`config.mk`:
```
export PLATFORM = sky130hd
export DESIGN_NAME = simmem_bank_scheduler
export DESIGN_NICKNAME = d
export VERILOG_FILES = /design/src/rtl/simmem_bank_scheduler_pkg.sv /design/src/rtl/simmem_rr_arb2.sv /design/src/rtl/simmem_bank_scheduler.sv
export SDC_FILE = /design/constraint.sdc
export NUM_CORES = 1
export LEC_CHECK = 0
export ABC_AREA = 1
export CORE_ASPECT_RATIO = 1.25
export CORE_UTILIZATION = 47
export DETAILED_ROUTE_END_ITERATION = 12
export PLACE_DENSITY = 0.83
export SYNTH_ARGS = -nofsm -noshare
export SYNTH_HDL_FRONTEND = slang
export SYNTH_SLANG_ARGS = --single-unit
```
`constraint.sdc`:
```
create_clock -name clk_i -period 3.2 [get_ports clk_i]
set_input_delay 0.32 -clock clk_i [delete_from_list [all_inputs] [get_ports clk_i]]
set_output_delay 0.32 -clock clk_i [all_outputs]
set_load 0.05 [all_outputs]
```
`src/rtl/simmem_bank_scheduler_pkg.sv`:
```
// Shared types and constants for the simulated-memory bank scheduler:
// address/id widths, default access costs, FSM state encoding.
package simmem_bank_scheduler_pkg;

  localparam int AxAddrWidth    = 16;
  localparam int RowBufLenW     = 8;
  localparam int RowIdWidth     = AxAddrWidth - RowBufLenW;
  localparam int WRspBankAddrW  = 3;
  localparam int RDataBankAddrW = 4;
  localparam int SchedIidW      = (WRspBankAddrW > RDataBankAddrW) ? WRspBankAddrW : RDataBankAddrW;
  localparam int DelayW         = 6;

  localparam int unsigned DefRowHitCost     = 4;
  localparam int unsigned DefPrechargeCost  = 2;
  localparam int unsigned DefActivationCost = 1;

  typedef logic [WRspBankAddrW-1:0]  write_iid_t;
  typedef logic [RDataBankAddrW-1:0] read_iid_t;
  typedef logic [RowIdWidth-1:0]     row_id_t;

  typedef enum logic [2:0] {
    IDLE,
    PRECHARGE,
    ACTIVATE,
    ACCESS,
    DONE
  } sched_state_e;

  function automatic row_id_t row_of(input logic [AxAddrWidth-1:0] addr);
    return addr[AxAddrWidth-1:RowBufLenW];
  endfunction

endpackage

```
`src/rtl/simmem_rr_arb2.sv`:
```
// Two-requester round-robin arbiter. A single priority flop selects the
// preferred side on contention and moves to the other side after every grant.
module simmem_rr_arb2 (
  input  logic clk_i,
  input  logic rst_ni,
  input  logic en_i,
  input  logic req_a_i,
  input  logic req_b_i,
  output logic gnt_a_o,
  output logic gnt_b_o
);

  logic prio_b_q;  // 0: side a wins a tie, 1: side b wins a tie

  assign gnt_a_o = en_i & req_a_i & (~req_b_i | ~prio_b_q);
  assign gnt_b_o = en_i & req_b_i & (~req_a_i |  prio_b_q);

  // NOTE: flops are written with non-blocking assignments so every register
  // samples pre-edge values regardless of process ordering.
  always_ff @(posedge clk_i or negedge rst_ni) begin
    if (!rst_ni) begin
      prio_b_q <= 1'b0;
    end else if (gnt_a_o) begin
      prio_b_q <= 1'b1;
    end else if (gnt_b_o) begin
      prio_b_q <= 1'b0;
    end
  end

endmodule

```
`src/rtl/simmem_bank_scheduler.sv`:
```
// Single-bank access scheduler: arbitrates write/read address requests, models
// open-page row costs and emits a completion token. Optional row statistics
// are enabled with SIMMEM_BANK_SCHED_STATS_EN.
module simmem_bank_scheduler
  import simmem_bank_scheduler_pkg::*;
#(
  parameter int unsigned RowHitCost     = DefRowHitCost,
  parameter int unsigned PrechargeCost  = DefPrechargeCost,
  parameter int unsigned ActivationCost = DefActivationCost,
  parameter int          CntW           = DelayW,
  parameter int          StatsW         = 16
) (
  input  logic                      clk_i,
  input  logic                      rst_ni,
  input  logic                      w_valid_i,
  output logic                      w_ready_o,
  input  logic [AxAddrWidth-1:0]    w_addr_i,
  input  logic [WRspBankAddrW-1:0]  w_iid_i,
  input  logic                      r_valid_i,
  output logic                      r_ready_o,
  input  logic [AxAddrWidth-1:0]    r_addr_i,
  input  logic [RDataBankAddrW-1:0] r_iid_i,
  output logic                      done_valid_o,
  input  logic                      done_ready_i,
  output logic                      done_is_write_o,
  output logic [SchedIidW-1:0]      done_iid_o,
  output logic [StatsW-1:0]         row_hit_cnt_o,
  output logic [StatsW-1:0]         row_miss_cnt_o
);

  if (RowHitCost < 3 || PrechargeCost == 0 || ActivationCost == 0 ||
      RowHitCost > (1 << CntW) || PrechargeCost > (1 << CntW) ||
      ActivationCost > (1 << CntW)) begin : g_bad_cost
    $error("simmem_bank_scheduler: illegal cost parameter");
  end

  localparam logic [CntW-1:0] HitLoad = CntW'(RowHitCost - 1);
  localparam logic [CntW-1:0] PreLoad = CntW'(PrechargeCost - 1);
  localparam logic [CntW-1:0] ActLoad = CntW'(ActivationCost - 1);

  sched_state_e         state_q, state_d;
  logic [CntW-1:0]      cnt_q, cnt_d;
  logic                 row_open_q, row_open_d;
  row_id_t              open_row_q, open_row_d;
  row_id_t              lat_row_q;
  logic                 lat_is_w_q;
  logic [SchedIidW-1:0] lat_iid_q;

  logic    gnt_w, gnt_r, w_hs, r_hs, hs, row_hit;
  row_id_t req_row;

  simmem_rr_arb2 u_arb (
    .clk_i   (clk_i),
    .rst_ni  (rst_ni),
    .en_i    (state_q == IDLE),
    .req_a_i (w_valid_i),
    .req_b_i (r_valid_i),
    .gnt_a_o (gnt_w),
    .gnt_b_o (gnt_r)
  );

  // Ready is forced low while reset is asserted so every output reads 0.
  assign w_ready_o = rst_ni & gnt_w;
  assign r_ready_o = rst_ni & gnt_r;
  assign w_hs      = w_ready_o;
  assign r_hs      = r_ready_o;
  assign hs        = w_hs | r_hs;
  assign req_row   = w_hs ? row_of(w_addr_i) : row_of(r_addr_i);
  assign row_hit   = row_open_q && (req_row == open_row_q);

  // NOTE: every signal assigned here gets a default first, which rules out
  // inferred latches on paths that do not assign it.
  always_comb begin
    state_d    = state_q;
    cnt_d      = cnt_q;
    row_open_d = row_open_q;
    open_row_d = open_row_q;
    unique case (state_q)
      IDLE: begin
        if (hs) begin
          if (row_hit) begin
            state_d = ACCESS;
            cnt_d   = HitLoad;
          end else if (row_open_q) begin
            state_d = PRECHARGE;
            cnt_d   = PreLoad;
          end else begin
            state_d = ACTIVATE;
            cnt_d   = ActLoad;
          end
        end
      end
      PRECHARGE: begin
        if (cnt_q == '0) begin
          state_d    = ACTIVATE;
          cnt_d      = ActLoad;
          row_open_d = 1'b0;
        end else begin
          cnt_d = cnt_q - CntW'(1);
        end
      end
      ACTIVATE: begin
        if (cnt_q == '0) begin
          state_d    = ACCESS;
          cnt_d      = HitLoad;
          row_open_d = 1'b1;
          open_row_d = lat_row_q;
        end else begin
          cnt_d = cnt_q - CntW'(1);
        end
      end
      ACCESS: begin
        if (cnt_q == '0) begin
          state_d = DONE;
        end else begin
          cnt_d = cnt_q - CntW'(1);
        end
      end
      DONE: begin
        if (done_ready_i) begin
          state_d = IDLE;
        end
      end
      default: state_d = IDLE;
    endcase
  end

  always_ff @(posedge clk_i or negedge rst_ni) begin
    if (!rst_ni) begin
      state_q    <= IDLE;
      cnt_q      <= '0;
      row_open_q <= 1'b0;
      open_row_q <= '0;
      lat_row_q  <= '0;
      lat_is_w_q <= 1'b0;
      lat_iid_q  <= '0;
    end else begin
      state_q    <= state_d;
      cnt_q      <= cnt_d;
      row_open_q <= row_open_d;
      open_row_q <= open_row_d;
      if (hs) begin
        lat_row_q  <= req_row;
        lat_is_w_q <= w_hs;
        lat_iid_q  <= w_hs ? SchedIidW'(w_iid_i) : SchedIidW'(r_iid_i);
      end
    end
  end

  assign done_valid_o    = (state_q == DONE);
  assign done_is_write_o = lat_is_w_q;
  assign done_iid_o      = lat_iid_q;

`ifdef SIMMEM_BANK_SCHED_STATS_EN
  logic [StatsW-1:0] hit_cnt_q, miss_cnt_q;

  always_ff @(posedge clk_i or negedge rst_ni) begin
    if (!rst_ni) begin
      hit_cnt_q  <= '0;
      miss_cnt_q <= '0;
    end else if (hs) begin
      if (row_hit && hit_cnt_q != '1) begin
        hit_cnt_q <= hit_cnt_q + StatsW'(1);
      end
      if (!row_hit && miss_cnt_q != '1) begin
        miss_cnt_q <= miss_cnt_q + StatsW'(1);
      end
    end
  end

  assign row_hit_cnt_o  = hit_cnt_q;
  assign row_miss_cnt_o = miss_cnt_q;
`else
  assign row_hit_cnt_o  = '0;
  assign row_miss_cnt_o = '0;
`endif

endmodule

```
==> results.ini <==
[critical_path]
r2r-start=cnt_q[0]$_DFFE_PN0P_
path_class=input port to output port
arrival_ps=2390
slowest_stage=clkdlybuf4s50_1
start_kind=input port
worstPathRequired_ps=2880
crit_chain=dlygate4sd3_1 > buf_2 > nand3_4 > inv_2 > clkdlybuf4s50_1
crit_end=w_ready_o
r2r_end=cnt_q[1]$_DFFE_PN0P_
ff2ff_path_depth=10
crit_path_end_kind=output port
reg2reg_slack_ps=1000
cp_max_fo=16
crit_path_max_incr_delay_ps=820
cp-startpoint=rst_ni

[pwr]
leakage_nw=1.30
irDropWorstVdd_mv=0.231
power_density_nw_per_um2=344
p_total_uw=854

[routing]
route.detailed.drc=0
vias=1799
wl_um=4250
drtIter0Drc=55
drt-pass1-iter-count=4
wl_per_cell_um=11.0
ant_nets=0
viasPerCell=4.65

[final_layout]
area_growth_syn_to_layout_pct=17.6
fin_util=0.592
drive_above_1_share=0.0876
design_area_sq_um=2490
stdcell_count=387
final_nets=376
antenna_cells=0

[clock_network]
cts_resized=0
root_buffer=clkbuf_8
cts_tree=built
cts.sinks=32
ctsLongestPathBuffers=2
clkLatencyLatePin_ps=290
ctsHtreeMaxLevel=2
clk_pin_slew_ps=70
cts_made_buffers=5

[placement]
place_area_sq_um=2400
routabilityCongestion=0.819
dpl.cell_count=379
dp_slack_ps=637
port_buffers=35
dp.final_hpwl_um=3170

[sta]
skew_ps=7.03
hold_violations=0
setup_viol=0
relSlewSlack=0.667
setup_tns_ps=0
timing.final.ws_setup_ps=493
slew_viol_final=0
holdWs_ps=441
worst_pin_slew_ps=498
rsz0062_at_grt=no
fmax_mhz=369
period_minus_slack_ps=2710
fin_crit_sh=0.846

[grt]
gr-total-overflow=0
grt_usage=0.196
grt_antenna_before_repair=0
grt_max_degree=20
grt_pass1_wl_um=7000
grt_pass1_vias=1624

[die]
die_y_um=77.0
initial_core_util=0.504
ios=84
coreArea_sq_um=4200
fp.dieW_um=62.0
rows=26
die_area_sq_um=4770

[synthesis]
async_flop_share=1.00
syn-instance-count=290
synth_enable_flop_cells=0
synth_seq_cells=32
syn_area_sq_um=2110
syn_area_per_cell_sq_um=7.29
netlist_top_cells_area=dfrtp_1, nand2_1, buf_4
synth_cell_types=30
synth_flop_cell=dfrtp_1
ys_seq_area_frac=0.379
synth_top_area_frac=0.379
synthTopCellsByCount=nand2_1, inv_1, buf_4, dfrtp_1, nand3_1
synth_most_common_cell=nand2_1
yosysWarningCount=0
synth.largest_area_cell=dfrtp_1

[worst_hold_path]
hp-class=input port to asynchronous set/reset pin

[outcome]
outcome=finished, final reports clean

[flow_run]
cap_violations=0

## worst min path at each step
stage	endpoint	start	cells after the start
floorplan	cnt_q[0]$_DFFE_PN0P_	rst_ni	0
global placement	u_arb.prio_b_q$_DFFE_PN0P_	rst_ni	1
detailed placement	u_arb.prio_b_q$_DFFE_PN0P_	rst_ni	1
CTS	u_arb.prio_b_q$_DFFE_PN0P_	rst_ni	2
global route	state_q[1]$_DFFE_PN0P_	rst_ni	2
finish	u_arb.prio_b_q$_DFFE_PN0P_	rst_ni	2
## kinds of logic (layout without fill, tap and decap cells)
kind of cell	Yosys count	in the layout	share of synthesized area
flip-flops	32	32	0.379
adder cells (fa/ha/maj)	1	1	0.00592
AND/OR/NAND/NOR	136	136	0.296
other	1	32	0.00177
AO/OA/AOI/OAI	40	40	0.108
buffers and inverters	80	90	0.210
## final cells by class
class,count,area [sq um]
sequential,32,801
timing repair buffer,40,385
multi-input combinational,209,986
tap,56,70.1
clock inverter,1,5.00
fill,399,1710
clock buffer,6,72.6
inverter,43,166
## cell usage in the layout (no fill, tap or decap), types with 2 or more instances in the layout
cell             Yosys  final
dfrtp_1             32     32
nand2_1             74     74
a21oi_1              9      9
nor2_2               2      2
a31oi_1              6      6
nand3b_1             7      7
nor2_1              18     18
inv_4                2      2
clkdlybuf4s50_1      0     34
clkbuf_8             0      5
o21ai_0             19     19
nand3_1             23     23
buf_4               32      4
nand2_4              2      2
inv_1               35     35
conb_1               1     32
inv_2                5      5
nor3_1               4      4
nand2_2              3      3
## registers in the layout, summed over array words and instances (netlist names)
register         flops
cnt_q                6
lat_row_q            8
open_row_q           8
done_iid_o           4
row_open_q           1
done_is_write_o      1
state_q              3
u_arb.prio_b_q       1
## report_power, final
group	leakage [nW]	switching (mW)	total, mW	internal (mW)
Sequential	0.411	0	0.404	0.404
Clock	0.0410	0.154	0.301	0.148
Combinational	0.851	0.111	0.149	0.0382
Total	1.30	0.264	0.854	0.590
## critical path: cells and delay by family
family	cells	cell delay, ps
buffers and inverters	4	1800
AND/OR/NAND/NOR	1	260
## what timing repair did
| action | 4_1_cts | 5_1_grt |
|---|---|---|
| hold buffers | 1 | 0 |
| setup buffers | 0 | 0 |
| endpoints found under the setup margin | 0 | 0 |
| endpoints found under the hold margin | 7 | 0 |
## routing by layer
metal,global-route usage,wire (um),up-vias
met5,0,0,-
met4,0.0778,80,0
met3,0.0422,146,9
met2,0.326,2210,46
met1,0.238,1820,811
li1,-,-,933
Note: power is estimated with default switching activity, not from simulation.
